<file path="src/rtl/uart_rx_parity.sv">
// UART receiver: 1 start, 8 data (LSB first), 1 even-parity and 1 stop bit.
// Emits the received byte with a one-cycle strobe plus parity/framing error strobes.
module uart_rx_parity #(
    parameter int unsigned CLKS_PER_BIT = 32,
    parameter int unsigned ERR_CNT_W    = 8
) (
    input  logic                 clk,
    input  logic                 rst,
    input  logic                 Rx,
    output logic [7:0]           data,
    output logic [8:0]           frame,
    output logic                 data_valid,
    output logic                 parity_err,
    output logic                 frame_err,
    output logic                 busy,
    output logic [ERR_CNT_W-1:0] err_count
);

    localparam int unsigned CntW = $clog2(CLKS_PER_BIT);
    localparam logic [CntW-1:0] CntLast = CntW'(CLKS_PER_BIT - 1);
    localparam logic [CntW-1:0] CntHalf = CntW'(CLKS_PER_BIT / 2);

    typedef enum logic [2:0] {
        StIdle,
        StStart,
        StData,
        StParity,
        StStop,
        StWaitHigh
    } state_e;

    state_e                 state_q, state_d;
    logic                   rx_meta_q, rx_s_q;
    logic [CntW-1:0]        bit_cnt_q, bit_cnt_d;
    logic [2:0]             bit_idx_q, bit_idx_d;
    logic [7:0]             shift_q, shift_d;
    logic                   par_q, par_d;
    logic [7:0]             data_q, data_d;
    logic [8:0]             frame_q, frame_d;
    logic                   dv_q, dv_d;
    logic                   pe_q, pe_d;
    logic                   fe_q, fe_d;
    logic [ERR_CNT_W-1:0]   err_cnt_q, err_cnt_d;
    logic                   sample;
    logic                   par_bad;

    // Mid-bit sample point: the timer is preloaded in IDLE so that the
    // start bit is sampled half a bit period after detection.
    assign sample  = (bit_cnt_q == CntLast);
    assign par_bad = (^shift_q) ^ par_q;

    always_comb begin
        state_d   = state_q;
        bit_cnt_d = bit_cnt_q + 1'b1;
        bit_idx_d = bit_idx_q;
        shift_d   = shift_q;
        par_d     = par_q;
        data_d    = data_q;
        frame_d   = frame_q;
        dv_d      = 1'b0;
        pe_d      = 1'b0;
        fe_d      = 1'b0;

        case (state_q)
            StIdle: begin
                bit_cnt_d = '0;
                if (!rx_s_q) begin
                    state_d   = StStart;
                    bit_cnt_d = CntHalf;
                end
            end
            StStart: begin
                if (sample) begin
                    bit_cnt_d = '0;
                    bit_idx_d = '0;
                    state_d   = rx_s_q ? StIdle : StData;
                end
            end
            StData: begin
                if (sample) begin
                    bit_cnt_d = '0;
                    shift_d   = {rx_s_q, shift_q[7:1]};
                    bit_idx_d = bit_idx_q + 3'd1;
                    if (bit_idx_q == 3'd7) begin
                        state_d = StParity;
                    end
                end
            end
            StParity: begin
                if (sample) begin
                    bit_cnt_d = '0;
                    par_d     = rx_s_q;
                    state_d   = StStop;
                end
            end
            StStop: begin
                if (sample) begin
                    bit_cnt_d = '0;
                    data_d    = shift_q;
                    frame_d   = {par_q, shift_q};
                    if (rx_s_q) begin
                        dv_d    = ~par_bad;
                        pe_d    = par_bad;
                        state_d = StIdle;
                    end else begin
                        fe_d    = 1'b1;
                        pe_d    = par_bad;
                        state_d = StWaitHigh;
                    end
                end
            end
            StWaitHigh: begin
                if (rx_s_q) begin
                    state_d = StIdle;
                end
            end
            default: state_d = StIdle;
        endcase

        err_cnt_d = err_cnt_q;
        if ((pe_d || fe_d) && (err_cnt_q != '1)) begin
            err_cnt_d = err_cnt_q + 1'b1;
        end
    end

    always_ff @(posedge clk) begin
        if (rst) begin
            rx_meta_q <= 1'b1;
            rx_s_q    <= 1'b1;
            state_q   <= StIdle;
            bit_cnt_q <= '0;
            bit_idx_q <= '0;
            shift_q   <= '0;
            par_q     <= 1'b0;
            data_q    <= '0;
            frame_q   <= '0;
            dv_q      <= 1'b0;
            pe_q      <= 1'b0;
            fe_q      <= 1'b0;
            err_cnt_q <= '0;
        end else begin
            rx_meta_q <= Rx;
            rx_s_q    <= rx_meta_q;
            state_q   <= state_d;
            bit_cnt_q <= bit_cnt_d;
            bit_idx_q <= bit_idx_d;
            shift_q   <= shift_d;
            par_q     <= par_d;
            data_q    <= data_d;
            frame_q   <= frame_d;
            dv_q      <= dv_d;
            pe_q      <= pe_d;
            fe_q      <= fe_d;
            err_cnt_q <= err_cnt_d;
        end
    end

    assign data       = data_q;
    assign frame      = frame_q;
    assign data_valid = dv_q;
    assign parity_err = pe_q;
    assign frame_err  = fe_q;
    assign busy       = (state_q != StIdle);
    assign err_count  = err_cnt_q;

endmodule
</file>
<file path="config.mk">
export PLATFORM = sky130hd
export DESIGN_NAME = uart_rx_parity
export DESIGN_NICKNAME = d
export VERILOG_FILES = /design/src/rtl/uart_rx_parity.sv
export SDC_FILE = /design/constraint.sdc
export NUM_CORES = 1
export LEC_CHECK = 0
export BUFFER_PORTS_ARGS = -buffer_cell sky130_fd_sc_hd__buf_2
export CAP_MARGIN = 20
export CORE_MARGIN = 8
export CORE_UTILIZATION = 40
export DETAILED_ROUTE_END_ITERATION = 6
export GPL_TIMING_DRIVEN = 0
export PLACE_DENSITY_LB_ADDON = 0.1
export SYNTH_ARGS = -nofsm -noshare
export SYNTH_HDL_FRONTEND = slang
export SYNTH_SLANG_ARGS = --single-unit
</file>
<file path="constraint.sdc">
create_clock -name clk -period 3.7 [get_ports clk]
set_input_delay 0.37 -clock clk [delete_from_list [all_inputs] [get_ports clk]]
set_output_delay 0.37 -clock clk [all_outputs]
set_load 0.01 [all_outputs]
</file>
==> results of run 1 <==
flip-flops by register name, summed over array words and instances, names as in the netlist, 2 cells and up:
signal and flops:
shift_q 8, bit_cnt_q 5, data 7, frame 2, bit_idx_q 3, err_count 8
state_q 3
layout make-up:
class / instances / area, um2 / area share
multi-input combinational: 165 / 982 / 0.432
sequential: 42 / 841 / 0.369
timing repair buffer: 31 / 155 / 0.0682
buffer: 20 / 105 / 0.0462
clock buffer: 5 / 68.8 / 0.0302
tap: 54 / 67.6 / 0.0297
clock inverter: 3 / 45.0 / 0.0198
inverter: 3 / 11.3 / 0.00495
worst max-delay path, cell delays in order, from the launching register on:
cell      delay (ns)
dfxtp_1         0.36
ha_1            0.19
and3_1          0.19
ha_1            0.14
clkbuf_1        0.27
nand3_1         0.21
a311oi_1        0.45
nor2_1          0.17
or3_1           0.37
a21oi_1         0.13
synthesized netlist by cell type (2+ instances only):
| library cell | count | area, um2 |
|---|---|---|
| a211oi_1 | 2 | 15.0 |
| a21oi_1 | 27 | 135 |
| and3_1 | 3 | 18.8 |
| buf_4 | 8 | 60.1 |
| clkbuf_1 | 12 | 45.0 |
| dfxtp_1 | 42 | 841 |
| ha_1 | 6 | 75.1 |
| inv_1 | 3 | 11.3 |
| mux2_2 | 2 | 22.5 |
| mux2i_1 | 3 | 30.0 |
| nand2_1 | 43 | 161 |
| nand3_1 | 6 | 30.0 |
| nand4b_1 | 2 | 17.5 |
| nor2_1 | 23 | 86.3 |
| nor3_1 | 5 | 25.0 |
| nor4b_1 | 2 | 17.5 |
| o21ai_0 | 11 | 55.1 |
| o311ai_0 | 2 | 17.5 |
| or2_2 | 3 | 18.8 |
| or3_1 | 3 | 18.8 |
| xnor2_1 | 3 | 26.3 |
| xor2_1 | 5 | 43.8 |
metrics by stage:
step / utilization / power [mW] / std cells
floorplan: - / 0.481 / 230
global placement: 0.461 / 0.488 / 315
detailed placement: 0.461 / 0.488 / 315
CTS: 0.485 / 0.856 / 323
global route: 0.485 / 0.876 / 323
finish: 0.485 / 0.846 / 323
final timing paths:
kind / to / slack, ns
setup reg to reg: err_count[3] / 1.16
hold / removal: rx_meta_q / 0.25
hold reg to reg: rx_s_q / 0.41
setup / recovery: err_count[3] / 1.16
kinds of logic (layout without fill, tap and decap cells):
| kind of cell | Yosys count | in the layout | synth area share |
|---|---|---|---|
| xor gates and xnor gates | 12 | 12 | 0.0806 |
| muxes | 5 | 5 | 0.0271 |
| DFF | 42 | 42 | 0.434 |
| adders and majority gates | 6 | 6 | 0.0387 |
| buffers and inverters | 23 | 62 | 0.0600 |
| AOI/OAI and AO/OA | 46 | 46 | 0.131 |
| and+or+nand+nor | 96 | 96 | 0.229 |
metal layers:
layer  share of wire  up-vias  global-route usage
met3           0.050        6              0.0382
met2            0.44       31               0.181
met4           0.015        0              0.0430
met1            0.49      735               0.138
met5               0        -                   0
li1                -      848                   -
power groups by stage:
stage / registers (mW) / clock network (mW) / logic (mW)
2_1_floorplan: 0.465 / 0 / 0.0153
3_3_place_gp: 0.466 / 0 / 0.0227
3_5_place_dp: 0.466 / 0 / 0.0225
4_1_cts: 0.455 / 0.378 / 0.0227
5_1_grt: 0.456 / 0.395 / 0.0253
6_report: 0.455 / 0.369 / 0.0221
==> metrics.md, run 1 <==
| Metric | Value |
|---|---|
| Outcome | `completed` |
| Clock latency on the worst-skew pair | `0.30 ns` |
| Clock root buffer | `clkbuf_8` |
| Placer Congestion | `0.748` |
| Congestion Overflow GR | `0` |
| DRC viols | `0` |
| Setup TNS | `0 ns` |
| Synthesis Warnings | `0` |
| Synth Cell Area | `1940 um2` |
| Finished Cell Area | `2280 um2` |
| Share of async-settable or async-resettable flops after synthesis | `0` |
| Worst Tran Pin Value | `0.576 ns` |
| I/O Buffers | `31` |
| WP data arrival | `2.77 ns` |
| Die height | `85.6 um` |
| Final wirelength | `4030 um` |
| Slew Limit Fails | `0` |
| Final setup viols | `0` |
| Mapped Cells | `230` |
| Clock tree buffer depth | `2` |
| CP Capture Type | `register` |
| Sequential element share of the synthesized area | `0.434` |
| Sw power | `0.185 mW` |
| Pre-CTS setup slack | `1.14 ns` |
| Hold Crit Start | `Rx` |
| Antenna-violating nets left | `0` |
| Wire per inst | `12.5 um` |
| Combinational share of power | `0.026` |
| Fmax | `394 MHz` |
| Min Tclk post-route | `2.54 ns` |
| Max VDD drop | `228 uV` |
| Vias per cell | `5.02` |
| Clock skew | `0.00964 ns` |
| Initial antenna violation count | `0` |
| Maxcap violations | `0` |
| Kind of critical path | `register to register` |
| Vias | `1620` |
| Startpoint of the worst-slack reg-to-reg timing path | `bit_cnt_q[0]` |
| Number of synthesized flops with an enable pin | `0` |
| Drt initial violations | `87` |
| Top Ports | `32` |
| Most frequent cells in the layout | `nand2_1, dfxtp_1, buf_2` |
| Startpoint type of the worst setup path | `register` |
| Vias in the first global route | `1494` |
| Layout cell share with drive strength beyond 1 | `0.212` |
| Starting density of the core | `0.413` |
| Crit path from | `bit_cnt_q[0]` |
| Core Box Area | `4690 um2` |
| Post-cts sizing count | `0` |
| Worst Path Required | `3.93 ns` |
| FF-to-FF path depth | `9` |
| Placed inst area | `2160 um2` |
| Mapped Nets | `239` |
| Worst hold slack | `0.253 ns` |
| Reg clk slew, reported paths | `0.08 ns` |
| Global-route wire length before repair | `6840 um` |
| Count of cell types in the netlist | `36` |
| H-tree depth | `2` |
| Clock power frac | `0.436` |
| Hold Path Class | `primary input to register` |
| Post-CTS Hold Fix Bufs | `0` |
| Final worst-path cycle share | `0.687` |
| Lkg Pwr | `0.949 nW` |
| Hold path cells | `2` |
| RSZ-0062 raised after global routing | `no` |
| Largest net degree at the start of global routing | `15` |
| Nets | `277` |
| Die area | `7330 um2` |
| CTS tree | `yes` |
| All-layer global routing usage | `0.114` |
| Syn Area/Cell | `8.43 um2` |
| Fillcell total | `491` |
| Antenna cells | `0` |
| Yosys reg bits | `42` |
| Endpoints failing hold | `0` |
| Die width | `85.6 um` |
| Area delta synth->final | `17.4%` |
| Rows | `25` |
| Top FF cell, synth | `dfxtp_1` |
| Power Density | `372 nW/um2` |
| Worst slew margin | `0.615` |
| Post-DP HPWL | `2920 um` |
| Clock sink count | `42` |
| Total CTS buffers | `5` |
| Drt pass-1 iters | `4` |
| CP max FO | `9` |
| Setup Fix Bufs, Post-CTS | `0` |
| Flop pwr share | `0.538` |
| Sw Ratio | `0.219` |
| Final WS setup | `1.16 ns` |
| Internal | `0.661 mW` |
| Commonest non-fill, non-tap cell in the layout | `nand2_1` |
(Power assumes the default switching activity.)
==> run 2, diff against run 1 <==
Settings changed: ABC_AREA from default to 1.
Clock period 3.7 ns to 2.25 ns, I/O delays scaled along.
==> metrics.md, run 2 <==
| Metric | Value |
|---|---|
| Finished Layout Cells | `373` |
| Setup Fix Bufs, Post-CTS | `0` |
| Sw Ratio | `0.337` |
| Fmax | `500 MHz` |
| Sw power | `0.592 mW` |
| Area share of the largest cell type after synthesis | `0.416` |
| Share of async-settable or async-resettable flops after synthesis | `0` |
| Flop pwr share | `0.488` |
| Vias | `1740` |
| Reg2reg end | `err_count[5]` |
| Congestion Overflow GR | `0` |
| Combinational share of power | `0.255` |
| Mapped Nets | `274` |
| Reg clk slew, reported paths | `0.08 ns` |
| Worst Path Required | `2.44 ns` |
| Setup TNS | `0 ns` |
| Top cells by count, synth | `dfxtp_1, nand2_1, nor2_1` |
| Max VDD drop | `526 uV` |
| All-layer global routing usage | `0.125` |
| Startpoint type of the worst setup path | `register` |
| Syn Area/Cell | `7.63 um2` |
| Startpoint of the worst-slack reg-to-reg timing path | `bit_cnt_q[0]` |
| Clock tree buffer depth | `2` |
| Number of synthesized flops with an enable pin | `0` |
| Core Box Area | `4980 um2` |
| Slowest cell on crit path | `dfxtp_1` |
| Internal | `1.17 mW` |
| R2R Setup Slk | `0.25 ns` |
| Yosys reg bits | `42` |
| Fillcell total | `525` |
| Synth area leader | `dfxtp_1` |
| Final worst-path cycle share | `0.890` |
| Largest net degree at the start of global routing | `12` |
| Top Ports | `32` |
| H-tree depth | `2` |
| Top area cells in the synthesized netlist | `dfxtp_1, a21oi_1, nand2_1` |
| Maxcap violations | `0` |
| Hold Crit Start | `Rx` |
| DRC viols | `0` |
| Die height | `87.1 um` |
| Drt initial violations | `68` |
| Final wirelength | `4290 um` |
| Outcome | `completed` |
| Max stage delay on crit path | `0.36 ns` |
| Global-route wire length before repair | `7600 um` |
| Die width | `87.1 um` |
| Wire per inst | `11.5 um` |
| Rows | `26` |
| Post-DP HPWL | `3140 um` |
| Most frequent cells in the layout | `dfxtp_1, nand2_1, buf_2` |
| Worst slew margin | `0.713` |
| Synth Cell Area | `2020 um2` |
| Hold path cells | `2` |
| Post-CTS Hold Fix Bufs | `0` |
| CP max FO | `10` |
| Min Tclk post-route | `2.00 ns` |
| Count of cell types in the netlist | `27` |
| Hold Path Sink | `rx_meta_q` |
| Crit path cell chain | `ha_1 > nand2_1 > nor2_1 > ha_1 > inv_1 > nor2_4 > nand2_4 > nand2_4 > buf_12 > nand3_2 > nand2_1 > nor2_1` |
| Placer Congestion | `0.794` |
| Lkg Pwr | `1.11 nW` |
| CTS tree | `yes` |
| Clock skew | `0.00726 ns` |
| Final setup viols | `0` |
| Placed insts | `366` |
| WP data arrival | `2.19 ns` |
| Clock root buffer | `clkbuf_8` |
| Clock power frac | `0.257` |
| Worst Tran Pin Value | `0.430 ns` |
| Vias per cell | `4.66` |
| CP Capture Type | `register` |
| Drt pass-1 iters | `4` |
| Initial antenna violation count | `0` |
| Kind of critical path | `register to register` |
| Slew Limit Fails | `0` |
| Hold Path Class | `primary input to register` |
| Power Density | `752 nW/um2` |
| RSZ-0062 raised after global routing | `no` |
| Endpoints failing hold | `0` |
| FF-to-FF path depth | `12` |
| Vias in the first global route | `1681` |
| Most instantiated library cell after synthesis | `dfxtp_1` |
| Sequential element share of the synthesized area | `0.416` |
| I/O Buffers | `31` |
| Die area | `7580 um2` |
| Mapped Cells | `265` |
| Commonest non-fill, non-tap cell in the layout | `dfxtp_1` |
| Clock latency on the worst-skew pair | `0.29 ns` |
| Nets | `312` |
| Antenna-violating nets left | `0` |
| Area delta synth->final | `15.8%` |
| Top FF cell, synth | `dfxtp_1` |
| Total CTS buffers | `5` |
| Layout cell share with drive strength beyond 1 | `0.251` |
| Clock sink count | `42` |
| Antenna cells | `0` |
| Post-cts sizing count | `0` |
| Synthesis Warnings | `0` |
| Starting density of the core | `0.406` |
==> run 2: changes by cell type after synthesis, sizes merged, moves of 4 or more <==
| cell | previous run | this run |
|---|---|---|
| a21oi | 28 | 34 |
| buf | 8 | 12 |
| clkbuf | 12 | 3 |
| inv | 3 | 29 |
| nand3 | 6 | 23 |
| nor2 | 23 | 37 |
| o21ai | 11 | 25 |
| xnor2 | 4 | 0 |
==> run 2: through the flow <==
stage	power [mW]	hold WS, ns	util	area, um2	setup WS, ns
floorplan	1.22	0.329	-	2020	0.539
global placement	1.32	0.392	0.455	2260	0.258
detailed placement	1.32	0.397	0.455	2260	0.241
CTS	1.78	0.108	0.470	2340	0.230
global route	1.89	0.110	0.470	2340	0.00158
finish	1.76	0.113	0.470	2340	0.248
==> run 2: cells by family after synthesis <==
kind of cell	synth area share
flops	0.416
compound gates	0.167
simple gates	0.264
fa+ha+maj	0.0372
xor+xnor	0.00867
buf+inv	0.106
==> run 2: power by group through the flow <==
stage / combinational (mW) / clock [mW] / sequential, mW
floorplan: 0.358 / 0 / 0.866
global placement: 0.449 / 0 / 0.876
detailed placement: 0.446 / 0 / 0.876
CTS: 0.448 / 0.474 / 0.858
global route: 0.518 / 0.499 / 0.869
finish: 0.448 / 0.452 / 0.859
==> run 2: final cells by class <==
cell class | instances | area (um2) | area share
Multi-Input combinational cell | 179 | 965 | 0.412
Sequential cell | 42 | 841 | 0.359
Timing Repair Buffer | 31 | 155 | 0.0663
Inverter | 29 | 109 | 0.0465
Buffer | 15 | 106 | 0.0455
Tap cell | 70 | 87.6 | 0.0374
Clock buffer | 7 | 76.3 | 0.0326
==> run 2: routing by layer <==
layer,up-vias,wire length [um],GRT usage
met2,31,1810,0.197
met1,770,2170,0.155
li1,933,-,-
met5,-,0,0
met3,6,250,0.0396
met4,0,66,0.0469
==> run 2: worst max path at each step <==
stage | to | slack (ns) | startpoint | cells after the start
floorplan | err_count[6] | 0.54 | bit_cnt_q[0] | 12
global route | data_valid | 0.002 | bit_cnt_q[0] | 9
CTS | data_valid | 0.23 | bit_cnt_q[0] | 9
finish | err_count[5] | 0.25 | bit_cnt_q[0] | 12
global placement | data_valid | 0.26 | bit_cnt_q[0] | 9
detailed placement | err_count[5] | 0.24 | bit_cnt_q[0] | 12
==> run 2: worst max-delay path, delay by kind of cell (launching register included) <==
kind / cells / cell delay [ns]
adder cells (fa/ha/maj): 2 / 0.40
AND/OR/NAND/NOR: 8 / 0.86
flip-flops: 1 / 0.36
buffers and inverters: 2 / 0.26
==> run 3, diff against run 2 <==
Settings changed: CORE_UTILIZATION 40 to 30, MAX_ROUTING_LAYER from default to met4.
==> metrics.md, run 3 (synthesized netlist as in run 2, its figures left out) <==
| Metric | Value |
|---|---|
| Outcome | `completed` |
| Internal | `1.29 mW` |
| Lkg Pwr | `1.13 nW` |
| Top Ports | `32` |
| Worst Path Required | `2.46 ns` |
| Sw power | `0.605 mW` |
| Min Tclk post-route | `2.04 ns` |
| Antenna cells | `0` |
| Worst Tran Pin Value | `0.499 ns` |
| Nets | `312` |
| Clock skew | `0.0123 ns` |
| Area delta synth->final | `17.9%` |
| Antenna-violating nets left | `0` |
| Post-DP HPWL | `3300 um` |
| H-tree depth | `2` |
| RSZ-0062 raised after global routing | `no` |
| Combinational share of power | `0.233` |
| I/O Buffers | `31` |
| Clock power frac | `0.311` |
| Vias per cell | `4.50` |
| DRC viols | `0` |
| All-layer global routing usage | `0.100` |
| Congestion Overflow GR | `0` |
| Placer Congestion | `0.750` |
| Startpoint of the worst-slack reg-to-reg timing path | `bit_cnt_q[0]` |
| Die area | `9620 um2` |
| Hold Crit Start | `Rx` |
| Maxcap violations | `0` |
| R2R Setup Slk | `0.21 ns` |
| Post-CTS Hold Fix Bufs | `0` |
| WP data arrival | `2.25 ns` |
| Final wirelength | `4490 um` |
| Largest net degree at the start of global routing | `13` |
| Vias | `1727` |
| Setup TNS | `0 ns` |
| Worst path depth | `9` |
| CP bufs+invs | `2` |
| PnR Total Power | `1.89 mW` |
| FF-to-FF path depth | `9` |
| Slowest cell on crit path | `dfxtp_1` |
| CP max FO | `10` |
| Die width | `98.1 um` |
| Starting density of the core | `0.304` |
| CP Capture Type | `register` |
| Clock latency on the worst-skew pair | `0.29 ns` |
| CTS tree | `yes` |
| Sw Ratio | `0.320` |
| Setup Fix Bufs, Post-CTS | `0` |
| Top delay family on crit path | `simple AND/OR/NAND/NOR gates` |
| Post-cts sizing count | `0` |
| Max stage delay on crit path | `0.36 ns` |
| Final worst-path cycle share | `0.905` |
| Clock sink count | `42` |
| Power Density | `793 nW/um2` |
| Reg2reg end | `data_valid` |
| Worst slew margin | `0.668` |
| Crit path cell chain | `ha_1 > nand2_1 > nor2_1 > ha_1 > inv_1 > nor2_4 > buf_2 > nand3_1 > a21oi_1` |
| Reg clk slew, reported paths | `0.08 ns` |
| Endpoints failing hold | `0` |
| Core Box Area | `6640 um2` |
| Startpoint type of the worst setup path | `register` |
| Slew Limit Fails | `0` |
| Die height | `98.1 um` |
| Most common cell on crit path | `ha_1` |
| Wire per inst | `11.7 um` |
| Placed inst area | `2280 um2` |
| Max VDD drop | `498 uV` |
| Rows | `30` |
| Clock tree buffer depth | `2` |
| Finished Cell Area | `2380 um2` |
| Most frequent cells in the layout | `dfxtp_1, nand2_1, buf_2` |
| Crit path from | `bit_cnt_q[0]` |
| Commonest non-fill, non-tap cell in the layout | `dfxtp_1` |
| Layout cell share with drive strength beyond 1 | `0.253` |
| Fillcell total | `703` |
| Drt initial violations | `40` |
| Final setup viols | `0` |
| Vias in the first global route | `1635` |
| Drt pass-1 iters | `4` |
| Total CTS buffers | `5` |
| Hold Path Class | `primary input to register` |
| Flop pwr share | `0.456` |
| Worst setup path endpoint | `data_valid` |
| Global-route wire length before repair | `7730 um` |
| Kind of critical path | `register to register` |
| Initial antenna violation count | `0` |
| Clock root buffer | `clkbuf_8` |
| Fmax | `491 MHz` |
run 3: worst reg2reg max path, stage by stage (launching register included):
cell and delay (ns):
dfxtp_1 0.36, ha_1 0.18, nand2_1 0.07, nor2_1 0.16, ha_1 0.23, inv_1 0.13, nor2_4 0.29, buf_2 0.30
nand3_1 0.09, a21oi_1 0.16
run 3: final cells by class:
type | count | area [um2] | area share
Timing Repair Buffer | 31 | 155 | 0.0651
Clock inverter | 1 | 30.0 | 0.0126
Buffer | 15 | 106 | 0.0446
Clock buffer | 7 | 76.3 | 0.0320
Inverter | 29 | 109 | 0.0457
Sequential cell | 42 | 841 | 0.353
Tap cell | 80 | 100 | 0.0420
Multi-Input combinational cell | 179 | 965 | 0.405
run 3: layer usage:
metal  track usage  wire [um]  vias up
li1              -          -      930
met1         0.122       2260      768
met2         0.153       1970       24
met3        0.0334        200        5
met4        0.0324         59        0
met5             -          0        -
run 3: worst min-delay path by stage:
stage | cells after the start | endpoint | slack (ns)
3_5_place_dp | 1 | rx_s_q | 0.39
4_1_cts | 2 | rx_meta_q | 0.11
5_1_grt | 2 | rx_meta_q | 0.12
2_1_floorplan | 1 | rx_meta_q | 0.33
3_3_place_gp | 1 | rx_s_q | 0.39
6_report | 2 | rx_meta_q | 0.12
run 3: stage by stage:
step / setup slack, ns / hold WS [ns] / std cells / utilization
floorplan: 0.539 / 0.329 / 265 / -
global placement: 0.190 / 0.393 / 376 / 0.343
detailed placement: 0.185 / 0.394 / 376 / 0.343
CTS: 0.173 / 0.108 / 384 / 0.359
global route: 0.0432 / 0.120 / 384 / 0.359
finish: 0.213 / 0.120 / 384 / 0.359
run 3: power by group through the flow:
stage                     combinational [mW]  sequential [mW]  clock [mW]
final                                  0.441            0.861       0.588
after floorplan                        0.358            0.866           0
after detailed placement               0.447            0.878           0
after global routing                   0.509            0.869       0.651
after CTS                              0.449            0.861       0.619
after global placement                 0.452            0.878           0
